File: config.mk
export PLATFORM = sky130hd
export DESIGN_NAME = xor_cipher_ctrl
export DESIGN_NICKNAME = d
export VERILOG_FILES = /design/src/rtl/xor_cipher_ctrl_pkg.sv /design/src/rtl/xor_cipher_ctrl_assembler.sv /design/src/rtl/xor_cipher_ctrl.sv
export SDC_FILE = /design/constraint.sdc
export NUM_CORES = 2
export LEC_CHECK = 0
export CELL_PAD_IN_SITES_DETAIL_PLACEMENT = 1
export CELL_PAD_IN_SITES_GLOBAL_PLACEMENT = 1
export CORE_AREA = 2 2 614 616
export CTS_BUF_LIST = sky130_fd_sc_hd__clkbuf_16
export CTS_CLUSTER_SIZE = 28
export DETAILED_ROUTE_END_ITERATION = 16
export DIE_AREA = 0 0 616 618
export HOLD_SLACK_MARGIN = 0.03
export PLACE_DENSITY_LB_ADDON = 0.1
export RECOVER_POWER = 25
export SETUP_SLACK_MARGIN = 0.4
export SYNTH_ARGS = -nofsm -noshare
export SYNTH_HDL_FRONTEND = slang
export SYNTH_SLANG_ARGS = --single-unit
File: constraint.sdc
create_clock -name iClk -period 6.8 [get_ports iClk]
set_input_delay 1.36 -clock iClk [delete_from_list [all_inputs] [get_ports iClk]]
set_output_delay 1.36 -clock iClk [all_outputs]
set_load 0.005 [all_outputs]
File: src/rtl/xor_cipher_ctrl_pkg.sv
// Shared definitions for the XOR cipher controller: state encoding and sizing constants.
package xor_cipher_ctrl_pkg;

    localparam int unsigned DEFAULT_MSG_SIZE = 512;
    localparam int unsigned CNT_W            = $clog2(DEFAULT_MSG_SIZE) + 1;

    typedef enum logic [2:0] {
        IDLE,
        LOAD_KEY,
        LOAD_MSG,
        ENCRYPT,
        STREAM,
        CLEAR
    } state_t;

endpackage

File: src/rtl/xor_cipher_ctrl_assembler.sv
// Byte assembler: writes incoming bytes MSB-first into a wide register and counts loaded bits.
module cipher_byte_assembler
    import xor_cipher_ctrl_pkg::*;
#(
    parameter int unsigned MSG_SIZE = DEFAULT_MSG_SIZE
) (
    input  logic                iClk,
    input  logic                iRst,
    input  logic                iClear,
    input  logic                iLoad,
    input  logic [7:0]          iByte,
    output logic [MSG_SIZE-1:0] oData,
    output logic [CNT_W-1:0]    oCount,
    output logic                oLast_c
);

    localparam int unsigned IDX_W = $clog2(MSG_SIZE);

    logic [IDX_W-1:0] wrBase;

    // Bit count equals 8*k, so the k-th byte lands just below the bytes already written.
    assign wrBase  = IDX_W'(MSG_SIZE - 1) - IDX_W'(oCount);
    assign oLast_c = (oCount == CNT_W'(MSG_SIZE - 8));

    always_ff @(posedge iClk) begin
        if (iRst || iClear) begin
            oData  <= '0;
            oCount <= '0;
        end else if (iLoad && (oCount < CNT_W'(MSG_SIZE))) begin
            oData[wrBase -: 8] <= iByte;
            oCount             <= oCount + CNT_W'(8);
        end
    end

endmodule

File: src/rtl/xor_cipher_ctrl.sv
// Controller for an XOR cipher core: loads key and message bytes, runs the core,
// then streams the ciphertext out a byte at a time.
module xor_cipher_ctrl
    import xor_cipher_ctrl_pkg::*;
#(
    parameter int unsigned MSG_SIZE = DEFAULT_MSG_SIZE
) (
    input  logic                iClk,
    input  logic                iRst,
    input  logic                iStart,
    input  logic                iReuse_key,
    input  logic [7:0]          iData,
    input  logic                iData_valid,
    output logic                oData_ready,
    output logic [MSG_SIZE-1:0] oKey,
    output logic [MSG_SIZE-1:0] oMessage,
    output logic [CNT_W-1:0]    oKey_assemble_counter,
    output logic [CNT_W-1:0]    oMessage_counter,
    output logic                oCan_encrypt,
    output logic                oCore_rst_n,
    input  logic                iEncrypt_done,
    input  logic [MSG_SIZE-1:0] iCiphertext,
    output logic [7:0]          oOut_data,
    output logic                oOut_valid,
    input  logic                iOut_ready,
    output logic                oBusy,
    output logic                oKey_held
);

    localparam int unsigned NB = MSG_SIZE / 8;

    state_t state, stateNext;

    logic                dataAccept;
    logic                keyClear, msgClear, keyLoad, msgLoad;
    logic                keyLast, msgLast;
    logic                capture, shiftOut;
    logic [MSG_SIZE-1:0] shiftReg;
    logic [CNT_W-1:0]    byteCnt;

    assign dataAccept = iData_valid && oData_ready;
    assign oOut_data  = shiftReg[MSG_SIZE-1 -: 8];

    cipher_byte_assembler #(.MSG_SIZE(MSG_SIZE)) keyAsm (
        .iClk    (iClk),
        .iRst    (iRst),
        .iClear  (keyClear),
        .iLoad   (keyLoad),
        .iByte   (iData),
        .oData   (oKey),
        .oCount  (oKey_assemble_counter),
        .oLast_c (keyLast)
    );

    cipher_byte_assembler #(.MSG_SIZE(MSG_SIZE)) msgAsm (
        .iClk    (iClk),
        .iRst    (iRst),
        .iClear  (msgClear),
        .iLoad   (msgLoad),
        .iByte   (iData),
        .oData   (oMessage),
        .oCount  (oMessage_counter),
        .oLast_c (msgLast)
    );

    always_ff @(posedge iClk) begin
        if (iRst) begin
            state <= IDLE;
        end else begin
            state <= stateNext;
        end
    end

    always_comb begin
        stateNext = state;
        keyClear  = 1'b0;
        msgClear  = 1'b0;
        keyLoad   = 1'b0;
        msgLoad   = 1'b0;
        capture   = 1'b0;
        shiftOut  = 1'b0;
        case (state)
            IDLE: begin
                if (iStart) begin
                    msgClear = 1'b1;
                    if (iReuse_key && oKey_held) begin
                        stateNext = LOAD_MSG;
                    end else begin
                        keyClear  = 1'b1;
                        stateNext = LOAD_KEY;
                    end
                end
            end
            LOAD_KEY: begin
                if (dataAccept) begin
                    keyLoad = 1'b1;
                    if (keyLast) begin
                        stateNext = LOAD_MSG;
                    end
                end
            end
            LOAD_MSG: begin
                if (dataAccept) begin
                    msgLoad = 1'b1;
                    if (msgLast) begin
                        stateNext = ENCRYPT;
                    end
                end
            end
            ENCRYPT: begin
                if (iEncrypt_done) begin
                    capture   = 1'b1;
                    stateNext = STREAM;
                end
            end
            STREAM: begin
                if (iOut_ready) begin
                    shiftOut = 1'b1;
                    if (byteCnt == CNT_W'(NB - 1)) begin
                        stateNext = CLEAR;
                    end
                end
            end
            CLEAR: begin
                stateNext = IDLE;
            end
            default: begin
                stateNext = IDLE;
            end
        endcase
    end

    // Status outputs are registered from the next state so they line up with the state register.
    always_ff @(posedge iClk) begin
        if (iRst) begin
            oData_ready  <= 1'b0;
            oCan_encrypt <= 1'b0;
            oOut_valid   <= 1'b0;
            oCore_rst_n  <= 1'b0;
            oBusy        <= 1'b0;
            oKey_held    <= 1'b0;
            shiftReg     <= '0;
            byteCnt      <= '0;
        end else begin
            oData_ready  <= (stateNext == LOAD_KEY) || (stateNext == LOAD_MSG);
            oCan_encrypt <= (stateNext == ENCRYPT);
            oOut_valid   <= (stateNext == STREAM);
            oCore_rst_n  <= (stateNext != CLEAR);
            oBusy        <= (stateNext != IDLE);
            if (keyClear) begin
                oKey_held <= 1'b0;
            end else if (keyLoad && keyLast) begin
                oKey_held <= 1'b1;
            end
            if (capture) begin
                shiftReg <= iCiphertext;
                byteCnt  <= '0;
            end else if (shiftOut) begin
                shiftReg <= {shiftReg[MSG_SIZE-9:0], 8'h00};
                byteCnt  <= byteCnt + CNT_W'(1);
            end
        end
    end

endmodule

==> metrics.txt <==
H-Tree Depth 4; I/O Pins 1585; CTS tree built; Seq pwr share 44.1%; clock skew 0.0768 ns; Setup Fix Bufs, Post-CTS 0; worst slew pin tran 2.94 ns; register area share after synthesis 49.5%; async set-or-reset flop fraction in the synthesized netlist 0%; Setup CP Type in2reg; vias in the first global route 60902; violated checks max-capacitance violations, max-slew violations; PortBufs 1578; Int Pwr 15600 uW; Reg clk slew, reported paths 0.06 ns; Routed WL 378000 um; Synth Register Bits 1569; most frequent cell after synthesis dfxtp_1; root buf cell clkbuf_16; synthesized area 63400 um^2; unrepaired setup endpoints after global routing no; DP HPWL 280000 um; Final #Nets 9140; sw frac 25.2%; mean post-synth cell area 8.69 um^2; Core ar. 374000 um^2; highest clock rate 209 MHz; post_cts resized 0; CP startpoint kind input port; Synth top area share 49.5%; Starting Density 17.0%; Power Density 229 nW/um^2; Hold Worst Slack 0.449 ns; post-route minimum period 4.78 ns; leakage 0.0321 uW; initial antenna violation count 126; post-synth top area cell dfxtp_1; Die Y-Extent 618 um; TritonRoute pass-1 iters 5; Peak VDD IR 0.000206 V; Crit. End Element flip-flop; Tcrit/Tclk final 70.3%; GRT Total Usage 19.0%; DRC 0; clock tree buffer depth 4; setup TNS 0 ns; Comb pwr share 4.0%; Sink Count 1569; routed length per instance 27.4 um; Primary FF master, synth dfxtp_1; Die Area 381000 um^2; Hold/Removal Path Class reg2reg; Clk pwr share 51.9%; status finished with violations; # hold bufs at CTS 0; area delta synth->final 43.5%; post-route ant nets 0; CTS Buf Count 213; number of vias per cell 4.32; Die Wd 616 um; sequential cell area 31400 um^2; share of layout cells above drive strength 1 5.99%; RD Place Congestion 0.799; filler cell count 43063; Pins Over Slew Limit 59; P_sw 5250 uW; Post-synth top cells dfxtp_1, nand2_1, nor2_1; Iter 0 DRT Violations 3076; WP data arrival 5.51 ns; Post-synth EDFFs 0; Final Hold Fails 0; first-pass GRT wire length 515000 um; Synth area leaders dfxtp_1, mux2i_1, nand2_1; GRT overflow 0; synth warn 0; CP Data Required Time 7.53 ns; Critical Path Fanout Max 24; Final setup viols 0; Relative slew margins -98.5%; clock latency on the worst-skew pair 0.93 ns; row count 225; Max-cap violations 3; area occupied by multi-input gates 29700 um^2; post-synth cell types 53; detailed-route via count 59591; Post-Synthesis Cells 7301; largest net degree at the start of global routing 175
==> registers in the layout, indices dropped and copies added (netlist names) <==
register and count:
byteCnt 10, keyAsm.oCount 7, keyAsm.oData 512, msgAsm.oCount 7
msgAsm.oData 512, oBusy 1, oCan_encrypt 1, oCore_rst_n 1
oData_ready 1, oKey_held 1, oOut_valid 1, shiftReg 512
state 3
==> per-layer routing <==
metal / track usage [%] / wire length [um] / vias to the layer above
met1: 21.9 / 151000 / 29655
met2: 33.5 / 186000 / 1600
li1: - / - / 27753
met3: 4.80 / 23900 / 551
met5: 0 / 210 / -
met4: 7.01 / 15900 / 32
==> worst max-delay path, cell delays in order <==
cell	delay, ns
dlygate4sd3_1	0.82
nand3b_1	0.49
clkbuf_1	1.74
or4_1	0.73
mux2i_1	0.27
nor2_1	0.06
==> layout by cell type, fill, tap and decap left out, drive strengths merged, types with 15 or more instances in the layout <==
| master | instances |
|---|---|
| dfxtp | 1569 |
| nand2 | 1464 |
| nor2 | 1274 |
| clkdlybuf4s50 | 1254 |
| mux2i | 713 |
| a311oi | 504 |
| dlygate4sd3 | 315 |
| clkbuf | 219 |
| nand3 | 205 |
| a21oi | 192 |
| buf | 135 |
| o21ai | 132 |
| and3 | 104 |
| clkinv | 87 |
| inv | 82 |
| nor4 | 71 |
| and2 | 60 |
| nand4 | 58 |
| nor2b | 53 |
| nor3 | 43 |
| nand2b | 38 |
| diode | 23 |
| nor4bb | 18 |
| or2 | 17 |
| and4 | 16 |
| or4 | 15 |
==> cell type report <==
type | count | area share [%]
Antenna cell | 23 | 0.0632
Inverter | 15 | 0.0618
Timing Repair Buffer | 1708 | 18.7
Clock inverter | 167 | 1.23
Sequential cell | 1569 | 34.5
Tap cell | 4994 | 6.86
Multi-Input combinational cell | 5093 | 32.6
Clock buffer | 215 | 5.91
==> power by group through the flow <==
stage | clock network (uW) | logic [uW] | registers (uW)
final | 10800 | 831 | 9200
after detailed placement | 0 | 858 | 9400
after global routing | 11600 | 882 | 9200
after CTS | 11300 | 861 | 9200
after floorplan | 0 | 272 | 9400
after global placement | 0 | 858 | 9400
==> logic make-up (layout without fill, tap and decap cells) <==
family	count (synthesis)	after routing	synth area share [%]
AND/OR/NAND/NOR	3499	3499	25.0
flip-flops	1569	1569	49.5
AO/OA/AOI/OAI	847	847	9.75
multiplexers	713	713	11.2
buffers and inverters	644	2105	4.06
XOR/XNOR	15	15	0.207
adder cells (fa/ha/maj)	13	13	0.256
other	1	29	0.00591
==> through the flow <==
stage               area, um^2  setup WS, ns  total power [uW]  std cells  util, %
CTS                      91000          2.46             21400      13761     24.3
global placement         84600          1.85             10300      13379     22.6
detailed placement       84600          1.74             10300      13379     22.6
global route             91000          1.87             21700      13766     24.3
floorplan                63500          3.78              9670       7306        -
finish                   91000          2.02             20800      13784     24.3
==> worst paths after layout <==
| path | start | end | slack (ns) | cells past startpoint |
|---|---|---|---|---|
| worst max-delay path | iData_valid | keyAsm.oData[239]$_SDFFE_PP0P_ | 2.02 | 6 |
| worst max register to register | state[2]$_SDFF_PP0_ | shiftReg[412]$_SDFFE_PP0P_ | 2.30 | 4 |
| worst min register to register | msgAsm.oData[49]$_SDFFE_PP0P_ | msgAsm.oData[49]$_SDFFE_PP0P_ | 0.45 | 2 |
| worst min-delay path | msgAsm.oData[49]$_SDFFE_PP0P_ | msgAsm.oData[49]$_SDFFE_PP0P_ | 0.45 | 2 |
No activity file was read; power rests on OpenSTA's default activity.
==> RTL change: new RTL, same flow settings <==
Reset style: asynchronous (`iRst`), changed in 2 clocked blocks.
--- a/src/rtl/xor_cipher_ctrl.sv
+++ b/src/rtl/xor_cipher_ctrl.sv
@@ -65,3 +65,3 @@
 
-    always_ff @(posedge iClk) begin
+    always_ff @(posedge iClk or posedge iRst) begin
         if (iRst) begin
@@ -133,3 +133,3 @@
     // Status outputs are registered from the next state so they line up with the state register.
-    always_ff @(posedge iClk) begin
+    always_ff @(posedge iClk or posedge iRst) begin
         if (iRst) begin
Check against the original RTL: not settled (the Yosys comparison gave no result); the edit may change what the design does.
==> RTL change against the unedited design <==
The run still ends with capacitance limit, slew limit left; cell area is 1.6% higher; clock skew is 0.00095 ns lower; final cell count is 0.62% lower; setup slack worse by 0.028 ns; synthesized area is 1.9% higher; sequential cell count stayed put; count of clock-buffer cells in the layout is 2 higher; wire length is 4.0% higher; power is 0.86% lower; critical endpoint is now shiftReg[425]; largest cell class unchanged.
==> RTL change: results <==
metrics = {
    "synthesis": {
        "avgSynthCellArea_sq_um": 9.097,
        "synth-main-ff-cell": "dfxtp_1",
        "postSynth.asyncResetShare": 0.3384,
        "ys_seq_area_frac": 0.5269,
        "synthTopCellsByCount": "nor2_1 (1392), nand2_1 (1284), dfxtp_1 (1038)",
        "synth_area_leaders": "dfxtp_1 (32%), dfrtp_1 (21%), mux2i_1 (12%), nor2_1 (8.1%), nand2_1 (7.5%)",
        "synth_cell_types": 52,
    },
    "grt": {
        "grt_use_total": 0.1987,
        "antenna_found_initial": 144,
        "grt_pass1_wl_microns": 533700,
        "grt_pass1_vias": 60890,
    },
    "clock_tree": {
        "cts_made_buffers": 210,
        "insertion_delay_ns": 0.91,
    },
    "worst_setup_path": {
        "crit_fanout": 138,
        "cp-startpoint": "iRst",
        "r2r_cells": 5,
        "rr_endpoint": "shiftReg[269]",
        "rrSetupSlack_ns": 2.41,
        "crit_arrival_ns": 5.31,
        "cpMaxStageDelayCell": "clkbuf_4",
        "slowest_delay_ns": 1.55,
        "r2r-start": "state[0]",
    },
    "routing": {
        "drt-total-wl_microns": 393000,
        "drt_iter0_drc": 3280,
        "viasPerCell": 4.295,
    },
    "power": {
        "ir_drop_v": 0.0002324,
    },
    "layout": {
        "final_layout_size_suffix_gt1_frac": 0.06189,
        "fin_cells": 13700,
        "nets": 9048,
    },
    "status": {
        "violations": "capacitance limit, slew limit",
        "run_status": "complete, but fails checks",
    },
    "placed_design": {
        "routabilityCongestion": 0.8444,
        "dp.cells": 13290,
        "pre_cts_ws_ns": 2.088,
        "dp_hpwl_microns": 296100,
    },
    "sta": {
        "finClkSkew_ns": 0.07590,
        "tightest_slew_ns": 2.926,
        "slew_viol_final": 217,
        "whs_ns": 0.4524,
    },
    "job": {
        "drv_cap": 4,
    },
}
## RTL change: cell types whose count changed after synthesis, sizes merged, moves of 32 or more
cell	unedited run	this run
dfrtp	0	531
dfxtp	1569	1038
a311oi	504	0
a31oi	2	506
nand2	1464	1284
clkbuf	531	395
nor2	1274	1392
and3	104	5
mux2i	713	777
nor3	43	99
buf	98	147
o21ai	132	84
o211ai	0	32
## RTL change: per-stage QoR
step	cell area, sq um	power [W]
after floorplan	64730	0.009693
after global placement	86160	0.01028
after detailed placement	86160	0.01028
after CTS	92500	0.02115
after global routing	92450	0.02146
final	92500	0.02066
## RTL change: power by group
part	total, W	leakage (nW)	switching, W	internal, W
clock network	0.0106	3.33	0.00466	0.00594
registers	0.00925	15.8	0.00000567	0.00925
logic	0.000811	15.7	0.000476	0.000335
## RTL change: area by class of cell
| cell class | count | area, sq um |
|---|---|---|
| diodes | 27 | 67.56 |
| clock buffers | 217 | 5430 |
| clock inverters | 164 | 902.1 |
| well taps | 4994 | 6248 |
| inverters | 17 | 65.06 |
| multi-input cells | 4985 | 28500 |
| flip-flops and latches | 1569 | 34080 |
| fillers | 42830 | 281600 |
| repair buffers | 1725 | 17200 |
## RTL change: cell families (layout without fill, tap and decap cells)
group / after synthesis / in the layout / share of synthesized area
AND/OR/NAND/NOR: 3363 / 3363 / 0.2386
flip-flops: 1569 / 1569 / 0.5269
AO/OA/AOI/OAI: 811 / 811 / 0.07407
multiplexers: 777 / 777 / 0.1203
buffers and inverters: 559 / 2123 / 0.03558
XOR/XNOR: 15 / 15 / 0.002032
adder cells (fa/ha/maj): 13 / 13 / 0.002516
other: 1 / 33 / 0.00005799
## RTL change: how the worst max path moves through the flow
| stage | to | slack (ns) | cells after the start |
|---|---|---|---|
| floorplan | keyAsm.oData[208] | -4.83 | 5 |
| global placement | msgAsm.oData[163] | 2.18 | 6 |
| detailed placement | msgAsm.oData[413] | 2.09 | 5 |
| CTS | oMessage_counter[4] | 2.66 | 2 |
| global route | shiftReg[432] | 1.39 | 4 |
| finish | shiftReg[425] | 1.99 | 4 |
## RTL change: metal layers
metal | vias up | GRT usage | wire length (microns)
met2 | 1573 | 0.3482 | 193100
met5 | - | 0 | 267
li1 | 26920 | - | -
met3 | 557 | 0.05646 | 26210
met4 | 44 | 0.06377 | 14580
met1 | 29740 | 0.2319 | 158800
## RTL change: worst reg2reg max path: stages (launching register included)
cell      delay, ns
dfrtp_1        0.64
nor4bb_1       2.38
buf_12         0.45
buf_4          0.57
nand2_1        0.13
a31oi_1        0.16
